--- src/rtl/o_ddr_serializer.sv ---
// -----------------------------------------------------------------------------
// o_ddr_serializer
//   Output serializer between fabric TX logic and an output pad. A WIDTH-bit
//   parallel word is taken over a valid/ready handshake and shifted out
//   LSB-first on the single output Q. In DDR mode two bits leave per clock
//   (rising-edge phase first, then falling-edge phase); otherwise one bit per
//   clock. Consecutive words are sent without gaps when the next word is
//   offered in time; otherwise Q drops to IDLE_VALUE and UNDERRUN pulses.
//
// Parameters
//   WIDTH      parallel word width, 2..16, even when DDR_MODE=1
//   DDR_MODE   1: two bits per clock, 0: one bit per clock
//   IDLE_VALUE level on Q while no word is in flight
//
// Ports
//   C         in   clock; all state on the rising edge except the fall-phase bit
//   R         in   synchronous reset, active low, sampled on rising C
//   E         in   enable; 0 freezes all state
//   D         in   parallel data word
//   D_VALID   in   D holds a word to send
//   D_READY   out  word accepted on the rising edge where D_VALID & D_READY
//   Q         out  serial output
//   UNDERRUN  out  one-cycle pulse after a word ends with no successor
// -----------------------------------------------------------------------------
module o_ddr_serializer #(
    parameter int   WIDTH      = 8,
    parameter int   DDR_MODE   = 1,
    parameter logic IDLE_VALUE = 1'b0
) (
    input  logic             C,
    input  logic             R,
    input  logic             E,
    input  logic [WIDTH-1:0] D,
    input  logic             D_VALID,
    output logic             D_READY,
    output logic             Q,
    output logic             UNDERRUN
);

    // Bits launched per clock and number of launches (slots) per word.
    localparam int BPC = (DDR_MODE != 0) ? 2 : 1;
    localparam int N   = WIDTH / BPC;
    localparam int RW  = $clog2(N + 1);

    localparam logic [RW-1:0] N_RW   = RW'(N);
    localparam logic [RW-1:0] ONE_RW = RW'(1);

    logic [WIDTH-1:0] r_shreg;     // unsent bits, next slot in the low bits
    logic [RW-1:0]    r_rem;       // slots still to launch for the current word
    logic             r_active;    // last launch carried data
    logic             r_p0;        // rise-phase bit of the current slot
    logic             r_p1;        // fall-phase bit of the current slot
    logic             r_n1;        // r_p1 retimed to the falling edge
    logic             r_underrun;

    logic             w_ready;
    logic             w_accept;
    logic             w_busy;

    // A new word may be loaded while the last slot of the previous one is
    // being launched, which is what makes back-to-back words gapless.
    assign w_ready  = R & E & (r_rem <= ONE_RW);
    assign w_accept = w_ready & D_VALID;
    assign w_busy   = (r_rem != {RW{1'b0}});

    // Slot launch, word load, and underrun detection on the rising edge.
    always_ff @(posedge C) begin
        if (!R) begin
            r_shreg    <= {WIDTH{1'b0}};
            r_rem      <= {RW{1'b0}};
            r_active   <= 1'b0;
            r_p0       <= 1'b0;
            r_p1       <= 1'b0;
            r_underrun <= 1'b0;
        end else if (E) begin
            if (w_busy) begin
                r_p0       <= r_shreg[0];
                // In SDR mode BPC-1 is 0, so both phases carry the same bit.
                r_p1       <= r_shreg[BPC-1];
                r_shreg    <= r_shreg >> BPC;
                r_rem      <= r_rem - ONE_RW;
                r_active   <= 1'b1;
                r_underrun <= 1'b0;
            end else begin
                r_p0       <= IDLE_VALUE;
                r_p1       <= IDLE_VALUE;
                r_active   <= 1'b0;
                // Idle launched right after data: the source fell behind.
                r_underrun <= r_active;
            end
            // Loading overrides the shift/decrement made above.
            if (w_accept) begin
                r_shreg <= D;
                r_rem   <= N_RW;
            end else begin
                r_shreg <= w_busy ? (r_shreg >> BPC) : r_shreg;
                r_rem   <= w_busy ? (r_rem - ONE_RW) : r_rem;
            end
        end else begin
            r_underrun <= 1'b0;
        end
    end

    // Fall-phase bit: retimed so it only reaches Q while C is low.
    always_ff @(negedge C) begin
        r_n1 <= r_p1;
    end

    // Output mux: the clock level selects which half of the slot is on Q.
    assign Q        = (DDR_MODE != 0) ? (C ? r_p0 : r_n1) : r_p0;
    assign D_READY  = w_ready;
    assign UNDERRUN = r_underrun;

endmodule
--- config.mk ---
export PLATFORM = sky130hd
export DESIGN_NAME = o_ddr_serializer
export DESIGN_NICKNAME = d
export VERILOG_FILES = /design/src/rtl/o_ddr_serializer.sv
export SDC_FILE = /design/constraint.sdc
export NUM_CORES = 1
export LEC_CHECK = 0
export CELL_PAD_IN_SITES_DETAIL_PLACEMENT = 2
export CELL_PAD_IN_SITES_GLOBAL_PLACEMENT = 2
export CORE_ASPECT_RATIO = 1.5
export CORE_MARGIN = 2
export CORE_UTILIZATION = 31
export CTS_BUF_LIST = sky130_fd_sc_hd__clkbuf_4 sky130_fd_sc_hd__clkbuf_8
export CTS_CLUSTER_DIAMETER = 60
export DETAILED_ROUTE_END_ITERATION = 8
export HOLD_SLACK_MARGIN = 0.1
export PLACE_DENSITY = 0.87
export SLEW_MARGIN = 15
export SYNTH_ARGS = -nofsm -noshare
export SYNTH_HDL_FRONTEND = slang
export SYNTH_SLANG_ARGS = --single-unit
--- constraint.sdc ---
create_clock -name C -period 1.8 [get_ports C]
set_input_delay 0.36 -clock C [delete_from_list [all_inputs] [get_ports C]]
set_output_delay 0.36 -clock C [all_outputs]
set_load 0.01 [all_outputs]
==> results.cfg, run 1 <==
[place]
place_congestion = 0.857
port_buffers = 14
dp_hpwl_mm = 1.84
placedInstanceArea_mm2 = 0.00101
dp.cells = 134

[logic_synthesis]
ys_ff_latch = 16
netlist_instances = 92
yosys_warnings = 0
synth_top_family_by_area = simple AND/OR/NAND/NOR gates
synth.distinct_cells = 27
synth_flop_cell = dfxtp_1
synthXorXnorAreaFrac = 0
synthMuxAreaShare = 0.0262
synth_top_cell_area_share = 0.394
synth_fa_ha_area_frac = 0.0462
async_flop_share = 0
synth_compound_area_frac = 0.213
synthTopCellsByArea = dfxtp_1 (39%), nand3_1 (8.0%), a311oi_1 (7.6%)
synthSimpleGateAreaFrac = 0.220
synth_area_per_cell_um2 = 8.83
synth_fp_nets = 107
yosysSeqAreaShare = 0.394
synth-edff-count = 0
syn-cell-area_um2 = 812
yosysTopAreaCell = dfxtp_1

[die]
ios = 15
row_count = 22
die_x_um = 45.8
initial_core_util = 0.328
die_h_um = 66.7
core_area_mm2 = 0.00248
die-area_mm2 = 0.00305

[power_and_ir_drop]
power_leakage_uw = 0.000417
power_density_mw_per_mm2 = 1380
ir_drop_mv = 0.526

[finish]
design_area_mm2 = 0.00109
stdcell_count = 142
insertedDiodeCount = 0
fin_nets = 134
num-fill-cells = 276
drive_gt1_frac = 0.271
area_growth_pct = 34.5

[grt]
overflow = 0
grt_pass1_wl_mm = 4.38
first_global_vias = 924
grt_antenna_before_repair = 0
track_usage = 0.210
grt_max_degree = 18

[worst_setup_path]
path_class = reg2out
cp_slowest_cell = dfxtp_1
path_max_fanout = 1
crit_arrival_ns = 2.04
cp-end-kind = output pin
start_kind = flop
path_cells = mux2_4 > buf_6
cp.required_ns = 1.44
slowest_delay_ns = 0.29

[clocking]
worstSkewPairLatency_ns = 0.46
cts_tree = yes
path_clk_slew_ns = 0.10
ctsHoldBuffers = 0

[outcome]
status = complete, but fails checks
violations = negative setup slack

[routing]
ant_nets = 0
num_vias = 821
routedWlPerCell_um = 18.9
drt_iter0_drc = 4
via_per_inst = 5.78
drc = 0
drt_wl_total_mm = 2.68
drtPass1Iterations = 4

[sta]
slew_headroom = 0.750
hold-worst-slack_ns = 0.463
rsz0062_at_grt = yes
tightest_slew_ns = 0.375
drv_slew = 0
hold_violations = 0
setup_viol = 1
worst_slack_ns = -0.599
clock_skew_ns = 0.0600
setup_tns_ns = -0.599

[min_path]
min_path_type = reg2reg

[flow_run]
cap_violations = 0
-- timing repair --
action | 4_1_cts | 5_1_grt
resized for setup | 15 | 1
setup endpoints to repair | 2 | 2
pin swaps | 0 | 0
setup buffers | 1 | 0
-- path summary, 6_finish.rpt --
| path | startpoint | endpoint | slack [ns] | depth (start not counted) |
|---|---|---|---|---|
| max reg2reg | r_rem[0] | r_shreg[3] | 0.21 | 7 |
| max | r_n1 | Q | -0.60 | 2 |
| min reg2reg | r_active | UNDERRUN | 0.46 | 2 |
| min | r_active | UNDERRUN | 0.46 | 2 |
-- cell type report --
type                            count  area [um^2]  share of cell area
Clock buffer                        8         63.8              0.0584
Clock inverter                      1         3.75             0.00344
Inverter                            5         18.8              0.0172
Multi-Input combinational cell     63          438               0.401
Sequential cell                    16          323               0.296
Tap cell                           24         30.0              0.0275
Timing Repair Buffer               25          215               0.197
-- layout by cell type (no fill, tap or decap), types with 2 or more instances in the layout --
| cell type | count |
|---|---|
| nand3_1 | 13 |
| a21oi_1 | 6 |
| ha_1 | 2 |
| a311oi_1 | 7 |
| nor2_1 | 2 |
| nand2_1 | 5 |
| inv_1 | 5 |
| buf_4 | 12 |
| clkdlybuf4s50_1 | 12 |
| clkbuf_4 | 7 |
| dfxtp_1 | 14 |
| o21ai_0 | 7 |
| nor3_1 | 6 |
| o221ai_1 | 2 |
| dfxtp_2 | 2 |
-- worst max-delay path, delay by kind of cell, from the launching register on --
family / cells / cell delay (ns)
buf+inv: 1 / 0.12
flops: 1 / 0.29
mux: 1 / 0.27
-- cells in the mapped netlist (2+ instances only) --
| library cell | number |
|---|---|
| a21oi_1 | 6 |
| a311oi_1 | 7 |
| buf_2 | 2 |
| buf_6 | 2 |
| dfxtp_1 | 16 |
| ha_1 | 3 |
| inv_1 | 6 |
| nand2_1 | 5 |
| nand3_1 | 13 |
| nor2_1 | 2 |
| nor3_1 | 7 |
| o21ai_0 | 7 |
| o221ai_1 | 2 |
-- where the power goes --
group / leakage, uW / internal [uW] / switching [uW]
clock network: 0.0000515 / 189 / 161
registers: 0.000131 / 419 / 56.5
logic: 0.000234 / 302 / 381
total: 0.000417 / 910 / 598
-- registers in the layout (all words and copies together), names as in the netlist --
| signal | flops |
|---|---|
| r_active | 1 |
| r_n1 | 1 |
| r_shreg | 8 |
| r_p1 | 1 |
| r_p0 | 1 |
| UNDERRUN | 1 |
| r_rem | 3 |
-- routing by layer --
metal  share of wire  vias up  GRT usage
met5               0        -          0
met4           0.026        0      0.154
met3           0.021        7     0.0271
met2            0.55       14      0.366
met1            0.40      413      0.217
li1                -      387          -
-- logic make-up after synthesis --
| kind of cell | count (synthesis) |
|---|---|
| buffers and inverters | 13 |
| adders and majority gates | 3 |
| DFF | 16 |
| and+or+nand+nor | 32 |
| muxes | 2 |
| AOI/OAI and AO/OA | 26 |
-- stage by stage --
step,worst slack (ns),util,total power (uW)
after floorplan,-0.00684,-,906
after global placement,-0.452,0.408,1090
after detailed placement,-0.460,0.408,1120
after CTS,-0.617,0.437,1510
after global routing,-0.645,0.441,1610
final,-0.599,0.441,1510
Power figures use the tool's default switching activity.
==> inputs of run 2 (changes only) <==
CORE_UTILIZATION = 30   (was 31)
CTS_BUF_LIST = sky130_fd_sc_hd__clkbuf_16   (was sky130_fd_sc_hd__clkbuf_4 sky130_fd_sc_hd__clkbuf_8)
PLACE_DENSITY = 0.85   (was 0.87)
==> run 2 against run 1 <==
  * Critical path depth unchanged
  * Hold slack got worse by 0.0090 ns
  * Worst setup slack better by 0.0036 ns
  * Die area increased by 3.1%
  * First-iteration DRC count rose to 2.5 times the previous value
  * Clock power up 130%
  * Utilization is 1.2 points higher
  * Cell count rose by 8.5%
  * Largest cell class unchanged
  * Design area increased by 8.6%
  * The flow still finishes with violations (negative setup slack)
  * Clock-buffer cell count is 1 lower
  * Combinational power is 5.1% lower
  * Global-route usage is 1.2 points lower
==> results.cfg, run 2 (synthesis results as in run 1) <==
[routing]
routedWlPerCell_um = 17.7
drc = 0
via_per_inst = 5.24
ant_nets = 0
num_vias = 807
drtPass1Iterations = 3
drt_wl_total_mm = 2.73
drt_iter0_drc = 10

[sta]
setup_tns_ns = -0.595
drv_slew = 0
rsz0062_at_grt = yes
slew_headroom = 0.760
tightest_slew_ns = 0.360
setup_viol = 1
hold_violations = 0
worst_slack_ns = -0.595
clock_skew_ns = 0.0936

[finish]
insertedDiodeCount = 0
top_register = r_shreg
drive_gt1_frac = 0.248
largest_reg_flops = 8
utilization = 0.453
fin_nets = 133
mostFrequentLayoutCells = dfxtp_1 (16), nand3_1 (13), clkdlybuf4s50_1 (12)
final_common_cell = dfxtp_1
area_growth_pct = 46.1
design_area_mm2 = 0.00119
top_regs = r_shreg x8, r_rem x3

[power_and_ir_drop]
ir_drop_mv = 0.652
finalPower_uw = 1910
power_density_mw_per_mm2 = 1610
power_leakage_uw = 0.000455

[outcome]
status = complete, but fails checks
violations = negative setup slack

[grt]
grt_antenna_before_repair = 0
grt_pass1_wl_mm = 4.22
first_global_vias = 893
overflow = 0
grt_max_degree = 18
track_usage = 0.198

[worst_setup_path]
start_kind = flop
path_class = reg2out
ff2ff_path_depth = 7
cp.required_ns = 1.44
r2r_end = r_shreg[4]
crit_arrival_ns = 2.04
cp-end-kind = output pin
path_max_fanout = 1
worst-r2r-setup-slack_ns = 0.12
timing.rr.start = r_rem[0]

[place]
place_ws_ns = -0.468
placedInstanceArea_mm2 = 0.00103
place_congestion = 0.804
dp_hpwl_mm = 1.77
port_buffers = 14

[clocking]
cts_tree = yes
post_cts_buffers = 0
worstSkewPairLatency_ns = 0.45
path_clk_slew_ns = 0.05

[die]
row_count = 23
die_h_um = 67.7
initial_core_util = 0.310
core_area_mm2 = 0.00262
ios = 15
die_x_um = 46.5
die-area_mm2 = 0.00315

[min_path]
min_path_type = reg2reg
hp-start = r_p1
min_to = r_p1
hold_depth = 2

[flow_run]
cap_violations = 0
==> run 2: changes by cell type in the layout (fill, tap and decap cells not counted), moves of 2 or more <==
cell	change
dfxtp_2	-2
dfxtp_1	+2
clkbuf_16	+6
clkbuf_4	-7
==> run 2: final cells by class <==
type                            count  area (um^2)
Clock buffer                        7          161
Sequential cell                    16          320
Clock inverter                      2         7.51
Timing Repair Buffer               24          208
Inverter                            5         18.8
Tap cell                           37         46.3
Multi-Input combinational cell     63          424
Fill cell                         268         1430
==> run 2: repair_timing <==
item                                    CTS  global route
hold buffers                              0             0
endpoints found under the setup margin    2             7
gates resized for setup                   9             3
==> run 2: critical path: stages (launching register included) <==
cell     delay (ns)
dfxtp_1        0.29
mux2_4         0.27
buf_6          0.12
==> run 2: through the flow <==
step                hold WS [ns]  instances
floorplan                  0.409         92
global placement           0.426        147
detailed placement         0.433        147
CTS                        0.460        154
global route               0.472        154
finish                     0.454        154
==> run 2: metal layers <==
metal,up-vias,global-route usage,wire length (um)
met3,4,0.0561,71
li1,387,-,-
met2,12,0.344,1520
met5,-,0,0
met4,0,0.107,40
met1,404,0.206,1100
==> run 2: worst max path at each step <==
stage          cells past startpoint  startpoint  slack (ns)  endpoint
3_5_place_dp                       2        r_n1       -0.47         Q
3_3_place_gp                       2        r_n1       -0.45         Q
2_1_floorplan                      1        r_n1      -0.007         Q
5_1_grt                            2        r_n1       -0.64         Q
6_report                           2        r_n1       -0.60         Q
4_1_cts                            2        r_n1       -0.61         Q
==> run 2: report_power, final <==
part	internal, uW	total [uW]	switching [uW]
clock network	593	795	201
registers	416	465	49.2
logic	273	648	375
